$ cat src/rtl/srl_mux_fifo.sv
// First-word-fall-through FIFO: SRL32-style shift-register storage, a select tree
// driven by the read index, and a registered output stage.
module srl_mux_fifo #(
    parameter int WIDTH      = 8,
    parameter int DEPTH_LOG2 = 8
) (
    input  logic                  CLK,
    input  logic                  RST,
    input  logic                  WR_EN,
    input  logic [WIDTH-1:0]      DIN,
    output logic                  FULL,
    input  logic                  RD_EN,
    output logic [WIDTH-1:0]      DOUT,
    output logic                  DOUT_VLD,
    output logic [DEPTH_LOG2:0]   LEVEL,
    output logic                  OVERFLOW,
    output logic                  UNDERFLOW
);

    localparam int DEPTH = 1 << DEPTH_LOG2;
    localparam int NGRP  = DEPTH / 32;
    localparam int CNT_W = DEPTH_LOG2 + 1;

    logic [WIDTH-1:0]      r_srl [DEPTH];
    logic [CNT_W-1:0]      r_cnt;
    logic                  r_vld;
    logic [WIDTH-1:0]      r_dout;
    logic                  r_full;
    logic [CNT_W-1:0]      r_level;
    logic                  r_ovf;
    logic                  r_udf;

    logic                  w_push;
    logic                  w_load;
    logic [DEPTH_LOG2-1:0] w_ra;
    logic [WIDTH-1:0]      w_node [2*NGRP-1];
    logic [WIDTH-1:0]      w_mux;
    logic [CNT_W-1:0]      w_cnt_nxt;
    logic                  w_vld_nxt;
    logic [WIDTH-1:0]      w_dout_nxt;
    logic [CNT_W-1:0]      w_level_nxt;
    logic                  w_full_nxt;

    assign w_push = WR_EN & ~r_full;
    assign w_load = (r_cnt != {CNT_W{1'b0}}) & (~r_vld | RD_EN);
    // cnt == DEPTH has zero low bits, so the wrap yields DEPTH-1 as required
    assign w_ra   = r_cnt[DEPTH_LOG2-1:0] - {{(DEPTH_LOG2-1){1'b0}}, 1'b1};

    // Heap-ordered select tree: leaves are SRL32 taps, root is the deepest MUXF stage.
    // An internal node at depth d selects with ra[DEPTH_LOG2-1-d].
    genvar g, k;
    generate
        for (g = 0; g < NGRP; g++) begin : g_tap
            localparam logic [DEPTH_LOG2-1:0] GB = DEPTH_LOG2'(g * 32);
            assign w_node[NGRP-1+g] = r_srl[GB | DEPTH_LOG2'(w_ra[4:0])];
        end
        for (k = 0; k < NGRP - 1; k++) begin : g_mux
            localparam int D = $clog2(k + 2) - 1;
            assign w_node[k] = w_ra[DEPTH_LOG2-1-D] ? w_node[2*k+2] : w_node[2*k+1];
        end
    endgenerate

    assign w_mux = w_node[0];

    // Next-state for count, output register and derived status
    always_comb begin
        w_cnt_nxt  = r_cnt;
        w_vld_nxt  = r_vld;
        w_dout_nxt = r_dout;
        if (w_load) begin
            w_dout_nxt = w_mux;
            w_vld_nxt  = 1'b1;
        end else if (RD_EN && r_vld) begin
            w_vld_nxt  = 1'b0;
        end else begin
            w_vld_nxt  = r_vld;
        end
        if (w_push && !w_load) begin
            w_cnt_nxt = r_cnt + {{(CNT_W-1){1'b0}}, 1'b1};
        end else if (!w_push && w_load) begin
            w_cnt_nxt = r_cnt - {{(CNT_W-1){1'b0}}, 1'b1};
        end else begin
            w_cnt_nxt = r_cnt;
        end
        w_level_nxt = w_cnt_nxt + {{(CNT_W-1){1'b0}}, w_vld_nxt};
        w_full_nxt  = (w_cnt_nxt == CNT_W'(DEPTH));
    end

    // SRL storage shifts on push and is never cleared, like the primitive
    always_ff @(posedge CLK) begin
        if (w_push && !RST) begin
            r_srl[0] <= DIN;
            for (int i = 1; i < DEPTH; i++) begin
                r_srl[i] <= r_srl[i-1];
            end
        end
    end

    // Control and output registers with synchronous reset
    always_ff @(posedge CLK) begin
        if (RST) begin
            r_cnt   <= {CNT_W{1'b0}};
            r_vld   <= 1'b0;
            r_dout  <= {WIDTH{1'b0}};
            r_full  <= 1'b0;
            r_level <= {CNT_W{1'b0}};
            r_ovf   <= 1'b0;
            r_udf   <= 1'b0;
        end else begin
            r_cnt   <= w_cnt_nxt;
            r_vld   <= w_vld_nxt;
            r_dout  <= w_dout_nxt;
            r_full  <= w_full_nxt;
            r_level <= w_level_nxt;
            r_ovf   <= WR_EN & r_full;
            r_udf   <= RD_EN & ~r_vld;
        end
    end

    assign FULL      = r_full;
    assign DOUT      = r_dout;
    assign DOUT_VLD  = r_vld;
    assign LEVEL     = r_level;
    assign OVERFLOW  = r_ovf;
    assign UNDERFLOW = r_udf;

endmodule

$ cat config.mk
export PLATFORM = sky130hd
export DESIGN_NAME = srl_mux_fifo
export DESIGN_NICKNAME = d
export VERILOG_FILES = /design/src/rtl/srl_mux_fifo.sv
export SDC_FILE = /design/constraint.sdc
export NUM_CORES = 2
export LEC_CHECK = 0
export ABC_CLOCK_PERIOD_IN_PS = 112900
export CORE_AREA = 2 2 402 404
export CTS_BUF_LIST = sky130_fd_sc_hd__clkbuf_4
export CTS_CLUSTER_SIZE = 10
export DETAILED_ROUTE_END_ITERATION = 6
export DIE_AREA = 0 0 404 406
export GPL_TIMING_DRIVEN = 1
export PLACE_DENSITY_LB_ADDON = 0.12
export SLEW_MARGIN = 10
export SYNTH_ARGS = -nofsm -noshare
export SYNTH_HDL_FRONTEND = slang
export SYNTH_SLANG_ARGS = --single-unit
$ cat constraint.sdc
create_clock -name CLK -period 112.9 [get_ports CLK]
set_clock_uncertainty 0.15 [all_clocks]
set_input_delay 22.58 -clock CLK [delete_from_list [all_inputs] [get_ports CLK]]
set_output_delay 22.58 -clock CLK [all_outputs]
set_load 0.01 [all_outputs]
==> metrics.txt <==
outcome finished, final reports clean; Met3 Routed Length 11600 um; Syn Nets 3909; Post-synth EDFFs between 2000 and 2500; routed length per placed instance 25.3 um; Mapped Cells 3892; WL met1 77700 um; asr flop ratio synth 0%; Synth top area share 77.3%; Final Hold Vio Count 0; CTS tree yes; Relative slew margins 27.1%; top layer in use met5; final setup fails 0; CP Max Fanout approximately 190; utilization after layout about 56%; initial antenna violation count 10; largest net degree at the start of global routing 190; wire length of the first global-routing pass 259000 um; Via density 5.95; crit path time final 27.75 ns; CP endpoint kind flop; Final Max Slew Viols 0; Worst-Skew Late Latency roughly 1.3 ns; H-tree levels 6; Leak Pwr 29.4 nW; worst path required time 113.63 ns; Synth Flop Type edfxtp_1; Seq/Total Area, Yosys 78.1%; library cells used by synthesis 70; vias in the first global route 41421; dpl hpwl 92900 um; unrepaired setup endpoints after global routing no; most frequent cells in the layout edfxtp_1, clkbuf_4, nand2_1; DR DRC count 0; Synth area leader edfxtp_1; Clock transition at path regs 0.06 ns; Hold Crit Class reg2reg; peak supply drop 0.0000334 V; Worst-Margin Slew 1.09 ns; GRT Overall Usage between 20% and 30%; filler cell count 12466; met2 WL post-DR 78400 um; vias post-DR approximately 40000; FMAX 36.0 MHz; DR pass1 iterations 5; final wirelength roughly 170000 um; PD cells between 20 and 30 nW/um2; Die Wd a little over 400 um; post-CTS setup buffers 0; hold slack final 0.220 ns; Final Instance Area around 89000 um2; final period utilization 24.6%; FF+latch count, synth ~2100; Final GP Congestion about 0.77; Clock Tree Buf Depth 4; DP Area between 80000 and 90000 um2; post-CTS sizing 0; Critical Path AT 28.47 ns; # IOs 33; Port Buf Inserts 32; final setup TNS 0 ns; Synth Area per Inst 20.4 um2; area delta synth->final 12.0%; Die Area 164000 um2; total of max-cap violations 0; cells taking the most area after synthesis edfxtp_1, mux4_2, nand2_1, mux2i_1, nand3_1; CTS root buf clkbuf_4; Routed Antenna Nets 0; Nets 4362; TritonCTS Buffers around 560; grt total ovfl 0; mapped cell area 79600 um2; drt first-iter violations 4573; CP startpoint kind input port; Die Y roughly 410 um; Clock Sinks 2078; Core ar. 160000 um2; Initial Utilization 49.8%; share of cells above drive strength 1 around 30%; Synth warnings 0; Power, Total 2.48 mW; commonest non-fill, non-tap cell in the layout edfxtp_1; Setup CP Type in2reg; hold_buf cts 0; std cell rows 147
[metal layers]
layer	GRT usage, %	vias up
met5	0	-
met4	7.30	6
met3	4.89	322
met2	30.7	1439
met1	31.5	21308
li1	-	17331
[logic make-up (layout without fill, tap and decap cells)]
kind of cell / Yosys count / in the layout / synth area share, %
DFF: 2078 / 2078 / 78.1
and+or+nand+nor: 764 / 764 / 4.19
muxes: 519 / 519 / 13.4
AOI/OAI and AO/OA: 291 / 291 / 2.76
buffers and inverters: 219 / 1030 / 1.31
xor gates and xnor gates: 16 / 16 / 0.176
adders and majority gates: 5 / 5 / 0.0786
other: 0 / 3 / 0
[synth_stat cells (6+ instances only)]
master	n
a21oi_1	27
nor2b_1	10
and3_1	16
nand2_1	491
o21ai_0	14
nor3_1	10
nand4_1	15
xnor2_1	8
buf_4	26
buf_1	19
mux4_2	438
nand3_1	147
a311oi_1	9
a22oi_1	44
nor2_1	38
clkbuf_1	81
buf_2	87
o311a_1	6
dfxtp_1	30
xor2_1	8
mux2i_1	80
a31oi_1	64
a32oi_1	68
or4_1	8
edfxtp_1	2048
[report_power, final]
group | switching, mW | internal, mW
registers | 0.0293 | 0.908
clock network | 0.303 | 0.355
logic | 0.580 | 0.308
total | 0.912 | 1.57
[area by class of cell]
class	count	area (um2)	share of cell area, %
sequential	2078	62100	69.7
multi-input combinational	1595	16600	18.6
clock buffer	833	6250	7.02
tap	2086	2610	2.93
timing repair buffer	104	1010	1.13
clock inverter	89	577	0.647
inverter	4	15.0	0.0168
antenna	3	7.51	0.00842
[worst max-delay path, stage by stage]
cell	delay, ns
clkdlybuf4s50_1	0.55
nand2b_1	0.23
nor2_4	0.70
buf_12	0.69
buf_12	0.75
buf_12	0.73
buf_4	0.93
buf_4	0.93
[flip-flops by register name, summed over array words and instances, names as in the netlist]
| name | count |
|---|---|
| UNDERFLOW | 1 |
| DOUT | 8 |
| DOUT_VLD | 1 |
| FULL | 1 |
| OVERFLOW | 1 |
| LEVEL | 9 |
| r_cnt | 9 |
| r_srl | 2048 |
[through the flow]
step,cells,worst slack [ns]
CTS,6789,85.19
detailed placement,5867,83.72
global placement,5867,83.87
floorplan,3892,0.305
global route,6790,84.66
finish,6792,85.15
[path summary, 6_finish.rpt]
path                      start       endpoint  slack [ns]  cells after the start
setup / recovery          WR_EN   r_srl[29][5]       85.15                      8
hold / removal    r_srl[190][5]  r_srl[191][5]        0.22                      0
setup reg to reg           FULL   r_srl[29][5]      106.58                      7
hold reg to reg   r_srl[190][5]  r_srl[191][5]        0.22                      0
(Power assumes the default switching activity.)
